<file path="config.mk">
export PLATFORM = sky130hd
export DESIGN_NAME = cla_pipe_flat
export DESIGN_NICKNAME = d
export VERILOG_FILES = /design/src/rtl/cla_pipe_if.sv /design/src/rtl/cla_pipe.sv /design/src/flat_wrapper.sv
export SDC_FILE = /design/constraint.sdc
export NUM_CORES = 1
export LEC_CHECK = 0
export CAP_MARGIN = 0
export CORE_ASPECT_RATIO = 0.75
export CORE_MARGIN = 2
export CORE_UTILIZATION = 52
export DETAILED_ROUTE_END_ITERATION = 6
export HOLD_SLACK_MARGIN = 0.12
export PLACE_DENSITY = 0.85
export SKIP_LAST_GASP = 1
export SYNTH_ARGS = -nofsm -noshare
export SYNTH_HDL_FRONTEND = slang
export SYNTH_SLANG_ARGS = --single-unit
</file>
<file path="constraint.sdc">
create_clock -name clk -period 4.2 [get_ports clk]
set_input_delay 0.84 -clock clk [delete_from_list [all_inputs] [get_ports clk]]
set_output_delay 0.84 -clock clk [all_outputs]
set_load 0.02 [all_outputs]
</file>
<file path="src/rtl/cla_pipe_if.sv">
// cla_pipe_if: valid/ready handshake and data bus for cla_pipe.
// The ovf/zero/neg flag signals exist only when CLA_PIPE_FLAGS_EN is defined.
interface cla_pipe_if #(
  parameter int WIDTH = 32
);
  logic             in_valid;
  logic             in_ready;
  logic [WIDTH-1:0] num1;
  logic [WIDTH-1:0] num2;
  logic             cin;
  logic             sub;
  logic             out_valid;
  logic             out_ready;
  logic [WIDTH-1:0] sum;
  logic             cout;
`ifdef CLA_PIPE_FLAGS_EN
  logic             ovf;
  logic             zero;
  logic             neg;
`endif

  // Producer/consumer side: drives operands and accepts results.
  modport master (
    output in_valid, num1, num2, cin, sub, out_ready,
    input  in_ready, out_valid, sum, cout
`ifdef CLA_PIPE_FLAGS_EN
    , ovf, zero, neg
`endif
  );

  // Adder side: consumes operands and presents results.
  modport slave (
    input  in_valid, num1, num2, cin, sub, out_ready,
    output in_ready, out_valid, sum, cout
`ifdef CLA_PIPE_FLAGS_EN
    , ovf, zero, neg
`endif
  );
endinterface

</file>
<file path="src/rtl/cla_pipe.sv">
// cla_pipe: pipelined carry-lookahead adder/subtractor.
// The operand is cut into STAGES slices of WIDTH/STAGES bits; stage k resolves
// slice k with a lookahead block and hands its carry to stage k+1. Each stage
// stalls independently so bubbles collapse under backpressure.
// WIDTH must be a multiple of STAGES.
// Optional feature: define CLA_PIPE_FLAGS_EN to build the ovf/zero/neg flags.
module cla_pipe #(
  parameter int WIDTH  = 32,
  parameter int STAGES = 4
) (
  input  logic      clk,
  input  logic      rst,
  cla_pipe_if.slave bus
);

  localparam int S = WIDTH / STAGES;

  // Flat sum-of-products lookahead: every carry is built directly from the
  // slice generate/propagate terms and the slice carry-in.
  function automatic logic [S:0] lookahead(input logic [S-1:0] g,
                                           input logic [S-1:0] p,
                                           input logic         c0);
    logic [S:0] c;
    logic       term;
    c    = '0;
    c[0] = c0;
    for (int i = 0; i < S; i++) begin
      term = c0;
      for (int j = 0; j <= i; j++) term = term & p[j];
      c[i+1] = term;
      for (int j = 0; j <= i; j++) begin
        term = g[j];
        for (int m = j + 1; m <= i; m++) term = term & p[m];
        c[i+1] = c[i+1] | term;
      end
    end
    return c;
  endfunction

  for (genvar k = 0; k < STAGES; k++) begin : g_stage
    // Operand bits still to be consumed from this stage upward.
    localparam int HW = WIDTH - k * S;

    logic [HW-1:0]      w_a;
    logic [HW-1:0]      w_b;
    logic               w_cin;
    logic               w_vin;
    logic               w_adv;
    logic [S-1:0]       w_g;
    logic [S-1:0]       w_p;
    logic [S:0]         w_c;
    logic [(k+1)*S-1:0] w_snew;
    logic               r_v;
    logic               r_c;
    logic [(k+1)*S-1:0] r_s;

    if (k == 0) begin : g_src
      assign w_a    = bus.num1;
      assign w_b    = bus.sub ? ~bus.num2 : bus.num2;
      assign w_cin  = bus.cin ^ bus.sub;
      assign w_vin  = bus.in_valid;
      assign w_snew = w_p ^ w_c[S-1:0];
    end else begin : g_src
      assign w_a    = g_stage[k-1].g_fwd.r_a;
      assign w_b    = g_stage[k-1].g_fwd.r_b;
      assign w_cin  = g_stage[k-1].r_c;
      assign w_vin  = g_stage[k-1].r_v;
      assign w_snew = {w_p ^ w_c[S-1:0], g_stage[k-1].r_s};
    end

    if (k == STAGES - 1) begin : g_adv
      assign w_adv = !r_v || bus.out_ready;
    end else begin : g_adv
      assign w_adv = !r_v || g_stage[k+1].w_adv;
    end

    assign w_g = w_a[S-1:0] & w_b[S-1:0];
    assign w_p = w_a[S-1:0] ^ w_b[S-1:0];
    assign w_c = lookahead(w_g, w_p, w_cin);

    // Stage register: valid bit always follows upstream when advancing,
    // data only loads on a real operation so held results stay put.
    always_ff @(posedge clk) begin
      if (rst) begin
        r_v <= 1'b0;
        r_c <= 1'b0;
        r_s <= '0;
      end else if (w_adv) begin
        r_v <= w_vin;
        if (w_vin) begin
          r_c <= w_c[S];
          r_s <= w_snew;
        end
      end
    end

    if (k < STAGES - 1) begin : g_fwd
      logic [HW-S-1:0] r_a;
      logic [HW-S-1:0] r_b;

      // Skew register: carry the unconsumed high operand bits downstream.
      always_ff @(posedge clk) begin
        if (rst) begin
          r_a <= '0;
          r_b <= '0;
        end else if (w_adv && w_vin) begin
          r_a <= w_a[HW-1:S];
          r_b <= w_b[HW-1:S];
        end
      end
    end

`ifdef CLA_PIPE_FLAGS_EN
    if (k == STAGES - 1) begin : g_flags
      logic r_ovf;
      logic r_zero;
      logic r_neg;

      // Flag register: computed from the completed sum, same timing as sum.
      always_ff @(posedge clk) begin
        if (rst) begin
          r_ovf  <= 1'b0;
          r_zero <= 1'b0;
          r_neg  <= 1'b0;
        end else if (w_adv && w_vin) begin
          r_ovf  <= w_c[S] ^ w_c[S-1];
          r_zero <= (w_snew == '0);
          r_neg  <= w_snew[WIDTH-1];
        end
      end
    end
`endif
  end

  assign bus.in_ready  = rst || g_stage[0].w_adv;
  assign bus.out_valid = g_stage[STAGES-1].r_v;
  assign bus.sum       = g_stage[STAGES-1].r_s;
  assign bus.cout      = g_stage[STAGES-1].r_c;
`ifdef CLA_PIPE_FLAGS_EN
  assign bus.ovf       = g_stage[STAGES-1].g_flags.r_ovf;
  assign bus.zero      = g_stage[STAGES-1].g_flags.r_zero;
  assign bus.neg       = g_stage[STAGES-1].g_flags.r_neg;
`endif

endmodule

</file>
<file path="src/flat_wrapper.sv">
// flat-port wrapper written by rule: the top's interface ports become plain ports
module cla_pipe_flat 
#(
  parameter int WIDTH  = 32,
  parameter int STAGES = 4
)
  (clk, rst, bus_in_valid, bus_num1, bus_num2, bus_cin, bus_sub, bus_out_ready, bus_in_ready, bus_out_valid, bus_sum, bus_cout);
  cla_pipe_if #(.WIDTH(WIDTH)) bus_i ();
  input  logic clk;
  input  logic rst;
  input wire logic [$bits(bus_i.in_valid)-1:0] bus_in_valid;
  input wire logic [$bits(bus_i.num1)-1:0] bus_num1;
  input wire logic [$bits(bus_i.num2)-1:0] bus_num2;
  input wire logic [$bits(bus_i.cin)-1:0] bus_cin;
  input wire logic [$bits(bus_i.sub)-1:0] bus_sub;
  input wire logic [$bits(bus_i.out_ready)-1:0] bus_out_ready;
  output wire logic [$bits(bus_i.in_ready)-1:0] bus_in_ready;
  output wire logic [$bits(bus_i.out_valid)-1:0] bus_out_valid;
  output wire logic [$bits(bus_i.sum)-1:0] bus_sum;
  output wire logic [$bits(bus_i.cout)-1:0] bus_cout;
  assign bus_i.in_valid = bus_in_valid;
  assign bus_i.num1 = bus_num1;
  assign bus_i.num2 = bus_num2;
  assign bus_i.cin = bus_cin;
  assign bus_i.sub = bus_sub;
  assign bus_i.out_ready = bus_out_ready;
  assign bus_in_ready = bus_i.in_ready;
  assign bus_out_valid = bus_i.out_valid;
  assign bus_sum = bus_i.sum;
  assign bus_cout = bus_i.cout;
  cla_pipe #(.WIDTH(WIDTH), .STAGES(STAGES)) u_core (.clk(clk), .rst(rst), .bus(bus_i));
endmodule
</file>
Word-level counts from Yosys, hierarchy flattened
Index checks and enable logic that the tools add are counted.
{"block": "totals", "register_bits": 184, "in_bits": 70, "out_inout_bits": 35, "word_cells": 337}
{"block": "op_classes", "bitwise_logic": 302, "muxes": 1, "reduce_logical": 16}
{"op": "$and 1x1->1", "count": 144}
{"op": "$or 1x1->1", "count": 144}
{"op": "$xor 8x8->8", "count": 8}
{"op": "$and 8x8->8", "count": 4}
{"op": "$mux 32", "count": 1}
{"op": "$not 32->32", "count": 1}
{"op": "$reduce_and 2->1", "count": 4}
{"op": "$logic_or 1x1->1", "count": 5}
{"op": "$logic_not 1->1", "count": 4}
{"op": "$logic_and 1x1->1", "count": 3}
{"op": "$xor 1x1->1", "count": 1}

Longest topological paths before layout
{"block": "logic_depth", "depth_word": 19, "mapped_depth": 9, "ltp_nobuf": 7}

Least setup slack after synthesis
No wires, ideal clock.
{"block": "synth_path", "path_kind": "input-to-reg", "start": "input bus_sub", "end": "register u_core.g_stage[0].r_c", "n_path_buf": 2, "setup_ns": 0.130, "path_stages": 9, "slack_ns": 1.334, "arrival_ns": 2.737, "required_ns": 4.070, "cell_sequence": "clkbuf_1 -> buf_2 -> xor2_1 -> ha_1 -> ha_1 -> o211ai_1 -> a21oi_1 -> o41ai_1 -> a21oi_1"}
{"block": "synth_via", "elab_chain_len": 18, "word_cells_on_any_way": 48, "cone_classes": "mux: 1; bitwise: 47"}
{"item": "start, declared", "line_no": "flat_wrapper.sv:15", "rtl": "input wire logic [$bits(bus_i.sub)-1:0] bus_sub;"}
{"item": "$mux 32", "line_no": "cla_pipe.sv:59", "rtl": "assign w_b = bus.sub ? ~bus.num2 : bus.num2;"}
{"item": "$xor 8x8->8", "line_no": "cla_pipe.sv:78", "rtl": "assign w_p = w_a[S-1:0] ^ w_b[S-1:0];"}
{"item": "$and 1x1->1 (8 in series)", "line_no": "cla_pipe.sv:29", "rtl": "for (int j = 0; j <= i; j++) term = term & p[j];"}
{"item": "$or 1x1->1 (7 in series)", "line_no": "cla_pipe.sv:34", "rtl": "c[i+1] = c[i+1] | term;"}
{"item": "$or 1x1->1 *", "line_no": "cla_pipe.sv:34"}
{"item": "end signal, assigned", "line_no": "cla_pipe.sv:91", "rtl": "r_c <= w_c[S];"}
{"item": "end, declared", "line_no": "cla_pipe.sv:54", "rtl": "logic r_c;"}
Mark *: on every way between the ends. The rest lies on a longest branch, timed or not.
A chain may end at the register's enable or synchronous reset.

Worst setup path in the final report
{"block": "layout_path", "start": "input bus_out_ready", "end": "output bus_in_ready"}
{"block": "layout_via", "elab_chain_len": 5}
{"item": "start, declared", "line_no": "flat_wrapper.sv:16", "rtl": "input wire logic [$bits(bus_i.out_ready)-1:0] bus_out_ready;"}
{"item": "$logic_or 1x1->1", "line_no": "cla_pipe.sv:72", "rtl": "assign w_adv = !r_v || bus.out_ready;"}
{"item": "$logic_or 1x1->1 (3 in series)", "line_no": "cla_pipe.sv:74", "rtl": "assign w_adv = !r_v || g_stage[k+1].w_adv;"}
{"item": "$logic_or 1x1->1", "line_no": "cla_pipe.sv:135", "rtl": "assign bus.in_ready = rst || g_stage[0].w_adv;"}
{"item": "end, declared", "line_no": "flat_wrapper.sv:17", "rtl": "output wire logic [$bits(bus_i.in_ready)-1:0] bus_in_ready;"}
Every way passes these cells.

==> flow_summary.toml <==
[timing]
fin_skew_ns = 0.0115
fmax_ghz = 0.299
worstMarginPinSlew_ns = 0.952
slew_viol_final = 0
setup_viol_count_final = 0
final.min_clock_period_ns = 3.34
period_share_pct = 79.6
rsz0062_at_grt = "false"
hold_viol = 0
finalSetupTns_ns = 0
slew_headroom_pct = 36.5

[die]
boundaryPins = 105
coreArea_sq_um = 15100
start_util_pct = 52.7
num_rows = 39
die_w_um = 147
die_h_um = 111
dieArea_sq_um = 16400

[synthesis]
synthFlopType = "dfxtp_1"
yosysWarnings = 0
ys_ff_latch = 184
synth_common_cells = "262 x nand2_1, 184 x dfxtp_1, 152 x a21oi_1, 50 x nor2_1, 41 x clkbuf_1"
synth_edf_count = 0
syn_area_per_cell_sq_um = 8.31
ys_async_sr_fraction_pct = 0
synth.area.top_cells = "dfxtp_1 46%, nand2_1 12%, a21oi_1 9.5%"
synth_top_area_share_pct = 46.2
post-synth-top-count-cell = "nand2_1"
synth_top_area_cell = "dfxtp_1"
yosysUniqueCellTypes = 45
ys_seq_area_share_pct = 46.2
syn-instance-count = 959
syn_area_sq_um = 7970
syn_nets = 1069

[worst_setup_path]
cp.arrival_ns = 2.50
cp-end-kind = "output port"
crit_type = "input pin to output port"
critPathRequiredTime_ns = 3.36
cp_max_fo = 5
startpoint_type = "input pin"

[global_routing]
grt_pass1_wl_um = 30600
grtUsageTotal_pct = 23.0
grt.overflow.total = 0
grt_max_degree = 92
grt_antenna_before_repair = 0
grt_pass1_vias = 6487

[pwr]
ir_worst_vdd_mv = 0.231
p_per_area_nw_per_um2 = 391
power_leakage_nw = 3.57

[route]
drt-total-wl_um = 18400
drt-pass1-iter-count = 5
viasPerCell = 5.41
first_iter_violations = 439
drtAntennaViolNets = 0
vias = 6794
drc_errors = 0
detail_route.wl_per_cell_um = 14.7

[clock_network]
cts_tree = "yes"
clock_latency_ns = 0.43
cts_sinks = 184
htreeDepth = 4
clk_path_buf_depth = 2
clkSlewWorstSetupHoldPaths_ns = 0.07
post_cts_buffers = 0
cts_resized = 0
cts-root-buf = "clkbuf_16"
cts_buffers = 17
hold_buffers = 0

[min_path]
hp-class = "flip-flop to flip-flop"

[outcome]
status = "finished clean"

[layout]
stdcell_count = 1255
synthToLayoutAreaGrowth_pct = 21.8
antenna_cells = 0
nets = 1147
final_layout_size_suffix_gt1_share_pct = 6.38

[placement]
dp_hpwl_um = 12600
place_inst = 1223
numPortBuffers = 104
gpl.final_weighted_congestion = 0.862

[flow_run]
max_cap_violations = 0
==> area by class of cell <==
cell class,count,area [sq um]
fillers,1276,5420
repair buffers,124,1180
well taps,205,256
inverters,10,37.5
multi-input cells,700,3970
clock inverters,14,138
flip-flops and latches,184,3680
clock buffers,18,439
==> layer usage <==
layer  wire, um  vias to the layer above  track usage, %
met5          0                        -               0
met3        920                       32            4.81
met1       8320                     3162            29.6
met2       8900                      168            38.8
met4        308                        0            7.37
li1           -                     3432               -
==> layout by cell type, fill, tap and decap left out, drive strengths merged, types with 2 or more instances in the layout <==
| master | synthesis | layout |
|---|---|---|
| nor2b | 2 | 2 |
| nand4b | 5 | 5 |
| clkinvlp | 0 | 2 |
| xnor2 | 32 | 32 |
| a211oi | 39 | 39 |
| ha | 36 | 36 |
| a21oi | 153 | 153 |
| o21ai | 10 | 10 |
| fa | 4 | 4 |
| nand2b | 3 | 3 |
| inv | 10 | 15 |
| clkdlybuf4s50 | 0 | 102 |
| nand3 | 17 | 17 |
| o31ai | 3 | 3 |
| clkbuf | 41 | 18 |
| xor2 | 9 | 9 |
| nor3 | 4 | 4 |
| o2111ai | 4 | 4 |
| buf | 24 | 22 |
| clkinv | 0 | 7 |
| o21a | 16 | 16 |
| nand3b | 2 | 2 |
| o41ai | 9 | 9 |
| or3 | 8 | 8 |
| o22a | 4 | 4 |
| o211ai | 8 | 8 |
| nor2 | 51 | 51 |
| nand2 | 262 | 262 |
| dfxtp | 184 | 184 |
| and3 | 4 | 4 |
| o21bai | 4 | 4 |
| a31oi | 2 | 2 |
==> kinds of logic after synthesis <==
kind of cell | synth area share (%)
compound gates | 19.4
xor+xnor | 4.50
fa+ha+maj | 6.65
buf+inv | 4.21
flops | 46.2
mux | 0.267
simple gates | 18.7
==> worst max-delay path, stage by stage <==
cell and delay, ns:
clkdlybuf4s50_1 0.47, and4b_1 0.48, nand3_1 0.15, clkdlybuf4s50_1 0.56
==> state kept, by name, indices dropped and copies added (netlist names) <==
name,flops
u_core.bus.cout,1
u_core.bus.out_valid,1
u_core.bus.sum,32
u_core.g_stage.g_fwd.r_a,48
u_core.g_stage.g_fwd.r_b,48
u_core.g_stage.r_c,3
u_core.g_stage.r_s,48
u_core.g_stage.r_v,3
==> power by group <==
group | total [mW] | internal (mW) | switching, mW
Sequential | 1.85 | 1.81 | 0.0413
Combinational | 0.406 | 0.187 | 0.219
Clock | 1.54 | 0.799 | 0.739
==> through the flow <==
step	util, %	hold WS [ns]	instance area, sq um	setup WS [ns]	total power, mW
after CTS	64.2	0.454	9710	0.855	3.81
final	64.2	0.449	9710	0.855	3.80
after global placement	60.4	0.438	9140	0.912	2.28
after global routing	64.2	0.465	9710	0.797	3.94
after detailed placement	60.4	0.444	9140	0.904	2.29
after floorplan	-	0.427	7970	1.33	2.15
==> worst paths after layout <==
check	start	end	slack [ns]	cells after the start
setup / recovery	bus_out_ready	bus_in_ready	0.86	4
hold / removal	u_core.bus.sum[27]	u_core.bus.sum[27]	0.45	2
setup reg to reg	u_core.g_stage[2].r_v	u_core.g_stage[0].g_fwd.r_b[20]	2.07	5
hold reg to reg	u_core.bus.sum[27]	u_core.bus.sum[27]	0.45	2
(Power assumes the default switching activity.)
